**config.mk**
```make
export PLATFORM = sky130hd
export DESIGN_NAME = mult_rnd_sat_flat
export DESIGN_NICKNAME = d
export VERILOG_FILES = /design/src/rtl/mult_rnd_sat_if.sv /design/src/rtl/mult_rnd_sat.sv /design/src/flat_wrapper.sv
export SDC_FILE = /design/constraint.sdc
export NUM_CORES = 1
export LEC_CHECK = 0
export BUFFER_PORTS_ARGS = -buffer_cell sky130_fd_sc_hd__buf_4
export CAP_MARGIN = 5
export CORE_UTILIZATION = 45
export DETAILED_ROUTE_END_ITERATION = 6
export HOLD_SLACK_MARGIN = 0.06
export PLACE_DENSITY_LB_ADDON = 0.05
export REMOVE_ABC_BUFFERS = 1
export SYNTH_ARGS = -nofsm -noshare
export SYNTH_HDL_FRONTEND = slang
export SYNTH_SLANG_ARGS = --single-unit
```
**constraint.sdc**
```tcl
create_clock -name clk_i -period 6.3 [get_ports clk_i]
set_input_delay 0.315 -clock clk_i [delete_from_list [all_inputs] [get_ports clk_i]]
set_output_delay 0.315 -clock clk_i [all_outputs]
set_load 0.01 [all_outputs]
```
**src/rtl/mult_rnd_sat_if.sv**
```systemverilog
// Sample bus for mult_rnd_sat: stage enable, operands and rounding mode in;
// rounded/saturated result, valid and saturation flag out.
interface mult_rnd_sat_if #(
  parameter int A_WIDTH = 16,
  parameter int B_WIDTH = 16,
  parameter int O_WIDTH = 16
);
  logic                      en_i;
  logic                      valid_i;
  logic signed [A_WIDTH-1:0] a_i;
  logic signed [B_WIDTH-1:0] b_i;
  logic [1:0]                mode_i;
  logic signed [O_WIDTH-1:0] mult_o;
  logic                      valid_o;
  logic                      sat_o;

  modport master (
    output en_i, valid_i, a_i, b_i, mode_i,
    input  mult_o, valid_o, sat_o
  );

  modport slave (
    input  en_i, valid_i, a_i, b_i, mode_i,
    output mult_o, valid_o, sat_o
  );
endinterface

```
**src/rtl/mult_rnd_sat.sv**
```systemverilog
// Pipelined signed fractional multiplier with per-sample rounding mode,
// output saturation and a whole-pipeline clock enable.
module mult_rnd_sat #(
  parameter int A_WIDTH = 16,
  parameter int B_WIDTH = 16,
  parameter int O_WIDTH = 16,
  parameter int FRAC    = 1,
  parameter int LATENCY = 4
) (
  input  logic         clk_i,
  input  logic         rst_i,
  mult_rnd_sat_if.slave bus
);
  localparam int PW = A_WIDTH + B_WIDTH;
  localparam int D  = PW - FRAC - O_WIDTH;
  localparam logic signed [PW:0] ONE_D = (PW+1)'(1) << D;
  localparam logic signed [PW:0] HALF  = ONE_D >>> 1;
  localparam logic        [PW:0] MASK  = ONE_D - 1;

  if (O_WIDTH + FRAC > PW) begin : g_bad_width
    $error("mult_rnd_sat: O_WIDTH+FRAC must not exceed A_WIDTH+B_WIDTH");
  end
  if (LATENCY < 3) begin : g_bad_latency
    $error("mult_rnd_sat: LATENCY must be at least 3");
  end

  // One guard bit above the product keeps the rounding add from wrapping.
  function automatic logic signed [PW:0] round_fn(input logic signed [PW-1:0] p,
                                                  input logic [1:0]           mode);
    logic signed [PW:0] ext;
    logic signed [PW:0] win;
    logic signed [PW:0] up;
    logic               tie;
    ext = {p[PW-1], p};
    win = ext >>> D;
    up  = (ext + HALF) >>> D;
    tie = (D > 0) && ((ext & MASK) == HALF);
    case (mode)
      2'd1:    round_fn = up;
      2'd2:    round_fn = (tie && !win[0]) ? win : up;
      default: round_fn = win;
    endcase
  endfunction

  // Returns {sat, value}; every bit above the window MSB must match it.
  function automatic logic [O_WIDTH:0] sat_fn(input logic signed [PW:0] r);
    logic [PW-O_WIDTH+1:0] top;
    top = r[PW:O_WIDTH-1];
    if (top == '0 || top == '1) sat_fn = {1'b0, r[O_WIDTH-1:0]};
    else if (!r[PW])            sat_fn = {2'b10, {(O_WIDTH-1){1'b1}}};
    else                        sat_fn = {2'b11, {(O_WIDTH-1){1'b0}}};
  endfunction

  logic signed [A_WIDTH-1:0] a_p1_q, a_p1_d;
  logic signed [B_WIDTH-1:0] b_p1_q, b_p1_d;
  logic [1:0]                mode_p1_q, mode_p1_d;
  logic                      vld_p1_q, vld_p1_d;

  // Index is the stage number: 2 holds the fresh product, the rest are delay.
  logic signed [PW-1:0]      prod_pn_q [2:LATENCY-1];
  logic signed [PW-1:0]      prod_pn_d [2:LATENCY-1];
  logic [1:0]                mode_pn_q [2:LATENCY-1];
  logic [1:0]                mode_pn_d [2:LATENCY-1];
  logic                      vld_pn_q  [2:LATENCY-1];
  logic                      vld_pn_d  [2:LATENCY-1];

  logic signed [O_WIDTH-1:0] mult_q, mult_d;
  logic                      sat_q, sat_d;
  logic                      vld_o_q, vld_o_d;
  logic [O_WIDTH:0]          res;

  always_comb begin
    a_p1_d    = a_p1_q;
    b_p1_d    = b_p1_q;
    mode_p1_d = mode_p1_q;
    vld_p1_d  = vld_p1_q;
    for (int s = 2; s <= LATENCY-1; s++) begin
      prod_pn_d[s] = prod_pn_q[s];
      mode_pn_d[s] = mode_pn_q[s];
      vld_pn_d[s]  = vld_pn_q[s];
    end
    mult_d  = mult_q;
    sat_d   = sat_q;
    vld_o_d = vld_o_q;
    res     = sat_fn(round_fn(prod_pn_q[LATENCY-1], mode_pn_q[LATENCY-1]));

    if (bus.en_i) begin
      // stage 1: operand capture
      a_p1_d    = bus.a_i;
      b_p1_d    = bus.b_i;
      mode_p1_d = bus.mode_i;
      vld_p1_d  = bus.valid_i;
      // stage 2: full product
      prod_pn_d[2] = PW'(a_p1_q) * PW'(b_p1_q);
      mode_pn_d[2] = mode_p1_q;
      vld_pn_d[2]  = vld_p1_q;
      // stages 3..LATENCY-1: delay
      for (int s = 3; s <= LATENCY-1; s++) begin
        prod_pn_d[s] = prod_pn_q[s-1];
        mode_pn_d[s] = mode_pn_q[s-1];
        vld_pn_d[s]  = vld_pn_q[s-1];
      end
      // stage LATENCY: round, saturate, register
      mult_d  = res[O_WIDTH-1:0];
      sat_d   = res[O_WIDTH] & vld_pn_q[LATENCY-1];
      vld_o_d = vld_pn_q[LATENCY-1];
    end
  end

  always_ff @(posedge clk_i) begin
    if (rst_i) begin
      a_p1_q    <= '0;
      b_p1_q    <= '0;
      mode_p1_q <= '0;
      vld_p1_q  <= 1'b0;
      for (int s = 2; s <= LATENCY-1; s++) begin
        prod_pn_q[s] <= '0;
        mode_pn_q[s] <= '0;
        vld_pn_q[s]  <= 1'b0;
      end
      mult_q  <= '0;
      sat_q   <= 1'b0;
      vld_o_q <= 1'b0;
    end else begin
      a_p1_q    <= a_p1_d;
      b_p1_q    <= b_p1_d;
      mode_p1_q <= mode_p1_d;
      vld_p1_q  <= vld_p1_d;
      for (int s = 2; s <= LATENCY-1; s++) begin
        prod_pn_q[s] <= prod_pn_d[s];
        mode_pn_q[s] <= mode_pn_d[s];
        vld_pn_q[s]  <= vld_pn_d[s];
      end
      mult_q  <= mult_d;
      sat_q   <= sat_d;
      vld_o_q <= vld_o_d;
    end
  end

  assign bus.mult_o  = mult_q;
  assign bus.valid_o = vld_o_q;
  assign bus.sat_o   = sat_q;
endmodule

```
**src/flat_wrapper.sv**
```systemverilog
// flat-port wrapper written by rule: the top's interface ports become plain ports
module mult_rnd_sat_flat 
#(
  parameter int A_WIDTH = 16,
  parameter int B_WIDTH = 16,
  parameter int O_WIDTH = 16,
  parameter int FRAC    = 1,
  parameter int LATENCY = 4
)
  (clk_i, rst_i, bus_en_i, bus_valid_i, bus_a_i, bus_b_i, bus_mode_i, bus_mult_o, bus_valid_o, bus_sat_o);
  mult_rnd_sat_if #(.A_WIDTH(A_WIDTH), .B_WIDTH(B_WIDTH), .O_WIDTH(O_WIDTH)) bus_i ();
  input  logic clk_i;
  input  logic rst_i;
  input wire logic [$bits(bus_i.en_i)-1:0] bus_en_i;
  input wire logic [$bits(bus_i.valid_i)-1:0] bus_valid_i;
  input wire logic [$bits(bus_i.a_i)-1:0] bus_a_i;
  input wire logic [$bits(bus_i.b_i)-1:0] bus_b_i;
  input wire logic [$bits(bus_i.mode_i)-1:0] bus_mode_i;
  output wire logic [$bits(bus_i.mult_o)-1:0] bus_mult_o;
  output wire logic [$bits(bus_i.valid_o)-1:0] bus_valid_o;
  output wire logic [$bits(bus_i.sat_o)-1:0] bus_sat_o;
  assign bus_i.en_i = bus_en_i;
  assign bus_i.valid_i = bus_valid_i;
  assign bus_i.a_i = bus_a_i;
  assign bus_i.b_i = bus_b_i;
  assign bus_i.mode_i = bus_mode_i;
  assign bus_mult_o = bus_i.mult_o;
  assign bus_valid_o = bus_i.valid_o;
  assign bus_sat_o = bus_i.sat_o;
  mult_rnd_sat #(.A_WIDTH(A_WIDTH), .B_WIDTH(B_WIDTH), .O_WIDTH(O_WIDTH), .FRAC(FRAC), .LATENCY(LATENCY)) u_core (.clk_i(clk_i), .rst_i(rst_i), .bus(bus_i));
endmodule
```
==> load_flow_metrics.sql <==
INSERT INTO impl_metrics (metric_group, metric, value, unit) VALUES
('worst_setup_path', 'critical_path_arrival', '6.36', 'ns'),
('worst_setup_path', 'critical_path_buf_inv_count', '3', ''),
('place', 'dp_hpwl', '27500', 'µm'),
('floorplan', 'dieArea', '33700', 'µm²'),
('min_path', 'min_path_type', 'input port to flip-flop', ''),
('clock_network', 'clock-root-buffer', 'clkbuf_16', ''),
('worst_setup_path', 'r2r_start', 'u_core.a_p1_q[15]', ''),
('synth', 'synth_area_in_adders', '42.5', '%'),
('sta', 'skew', '0.0195', 'ns'),
('cells_and_area', 'multiInputGateArea', '11000', 'µm²'),
('clock_network', 'clock_tree.htree_level_count', '4', ''),
('worst_setup_path', 'worst_path_max_delay_cell', 'fa_1', ''),
('synth', 'muxShareOfSynthArea', '6.35', '%'),
('clock_network', 'clkLatencyLatePin', '0.45', 'ns'),
('worst_setup_path', 'worstSetupStartpointType', 'flip-flop', ''),
('routing', 'route.detailed.drc', '0', ''),
('worst_setup_path', 'worstSetupPathType', 'flip-flop to flip-flop', ''),
('floorplan', 'initial_utilization', '45.7', '%'),
('synth', 'synth_simple_gate_area_share', '16.1', '%'),
('cells_and_area', 'antenna-diode-count', '0', ''),
('synth', 'combinational_family_with_the_most_area_after_synthesis', 'adder cells', ''),
('clock_network', 'cts.clk_slew.worst_paths', '0.07', 'ns'),
('synth', 'synth_area_leader_cell', 'fa_1', ''),
('sta', 'fin_tns_setup', '0', 'ns'),
('place', 'numPortBuffers', '55', ''),
('synth', 'syn_avg_cell_area', '9.24', 'µm²'),
('cells_and_area', 'area_delta_synth_final', '11.3', '%'),
('power_and_ir_drop', 'comb_power_share', '34.2', '%'),
('routing', 'post_drt_wl_per_cell', '16.3', 'µm'),
('global_routing', 'grt_start_max_net_pins', '77', ''),
('worst_setup_path', 'critPathLaunch', 'u_core.a_p1_q[15]', ''),
('place', 'place_worst_setup_slack', '-0.131', 'ns'),
('synth', 'synth-seq-cells', '123', ''),
('worst_setup_path', 'crit_fanout', '13', ''),
('floorplan', 'fp.dieW', '184', 'µm'),
('cells_and_area', 'finalInstanceArea', '16500', 'µm²'),
('place', 'placement.cell_area', '15800', 'µm²'),
('cells_and_area', 'fill_cells', '3121', ''),
('sta', 'finalCriticalPeriod', '6.00', 'ns'),
('floorplan', 'core-area', '32500', 'µm²'),
('sta', 'tightestPinTransition', '1.12', 'ns'),
('global_routing', 'first_global_vias', '11100', ''),
('synth', 'synthesis.area', '14800', 'µm²'),
('synth', 'synth_ff_type', 'dfxtp_1', ''),
('synth', 'post_synth_main_area_contributors', 'fa_1 35%, dfxtp_1 17%, inv_1 7.5%', ''),
('floorplan', 'core.rowCount', '66', ''),
('sta', 'fin_worst_hold_slack', '0.0982', 'ns'),
('power_and_ir_drop', 'net_switching_fraction_of_the_power', '37.5', '%'),
('power_and_ir_drop', 'power.internal', '1.86', 'mW'),
('routing', 'dr.pass1.iters', '7', ''),
('power_and_ir_drop', 'p_sw', '1.12', 'mW'),
('synth', 'synth.distinct_cells', '71', ''),
('synth', 'most_common_cell_in_the_netlist', 'inv_1', ''),
('sta', 'final-hold-violation-count', '0', ''),
('routing', 'wl', '34300', 'µm'),
('synth', 'synth_seq_area_share', '16.6', '%'),
('power_and_ir_drop', 'leakage_power_of_the_design', '8.09', 'nW'),
('place', 'routabilityCongestion', '0.832', ''),
('routing', 'drt_first_iter_violations', '450', ''),
('outcome', 'outcome', 'completed', ''),
('cells_and_area', 'fin_util', '50.9', '%'),
('power_and_ir_drop', 'powerDensity', '180', 'nW/µm²'),
('place', 'placedCellCount', '2079', ''),
('sta', 'timing_max_transition_violations_final', '0', ''),
('synth', 'synth-warning-count', '0', ''),
('cells_and_area', 'fin_cells', '2111', ''),
('worst_setup_path', 'critical_path_required_time', '6.66', 'ns'),
('synth', 'synth_xor_area_share', '2.07', '%'),
('synth', 'synth_top_area_share', '35.4', '%'),
('clock_network', 'cts.path.max_buffers', '2', ''),
('synth', 'yosys-top-cells-count', '295 x inv_1, 262 x fa_1, 165 x nand2_1, 139 x nor2_1, 123 x dfxtp_1', '');
[power by group through the flow]
stage               combinational (mW)  clock, mW  sequential [mW]
detailed placement                1.03          0            0.950
finish                            1.02       1.02            0.934
global placement                  1.03          0            0.949
floorplan                        0.715          0            0.929
global route                      1.17       1.08            0.945
CTS                               1.04       1.05            0.933
[sequential cells by signal, summed over array words and instances, names as in the netlist, 2 cells and up]
signal / count
u_core.mode_p1_q: 2
u_core.b_p1_q: 16
u_core.prod_pn_q: 64
u_core.bus.mult_o: 16
u_core.a_p1_q: 16
u_core.mode_pn_q: 4
u_core.vld_pn_q: 2
[layer usage]
layer  global-route usage [%]  vias to the layer above  wire, µm
met2                     37.7                      134     17300
met4                     5.83                        0       495
met3                     2.63                       25       928
met1                     29.3                     5401     15600
met5                        0                        -         0
li1                         -                     5060         -
[cell usage in the layout (no fill, tap or decap), drive strengths merged, types with 9 or more instances in the layout]
cell type  instances
inv              302
fa               262
nand2            165
nor2             141
and2             124
dfxtp            123
buf               99
mux2i             94
ha                85
a21oi             41
o21ai             39
xnor2             22
clkbuf            17
xor2              13
a211oi            11
nand2b             9
o21a               9
[worst min-delay path, stage by stage]
cell,delay [ns]
buf_4,0.08
mux2i_1,0.05
nor2_1,0.07
[worst min-delay path by stage]
| stage | from | end | slack [ns] | cells after the start |
|---|---|---|---|---|
| after floorplan | rst_i | u_core.prod_pn_q[1][0] | 0.38 | 1 |
| after global placement | u_core.bus.sat_o | u_core.bus.sat_o | 0.43 | 2 |
| after detailed placement | u_core.bus.sat_o | u_core.bus.sat_o | 0.44 | 2 |
| after CTS | bus_b_i[15] | u_core.b_p1_q[15] | 0.08 | 3 |
| after global routing | bus_a_i[0] | u_core.a_p1_q[0] | 0.1 | 3 |
| final | bus_b_i[15] | u_core.b_p1_q[15] | 0.1 | 3 |
[kinds of logic after synthesis]
family,Yosys count
AOI/OAI and AO/OA,157
xor gates and xnor gates,35
adders and majority gates,347
buffers and inverters,361
DFF,123
muxes,94
and+or+nand+nor,487
[layout make-up]
type                    instances  share of cell area, %
repair buffers                 99                   4.53
inverters                     295                   6.71
clock buffers                  17                   2.58
multi-input cells            1120                   66.7
flip-flops and latches        123                   15.1
clock inverters                15                   1.09
well taps                     442                   3.35
[timing repair]
item | 4_1_cts | 5_1_grt
buffers inserted | 0 | 0
endpoints found under the setup margin | 1 | 9
gates cloned | 0 | 0
gates resized for setup | 4 | 20
Power figures use the tool's default switching activity.
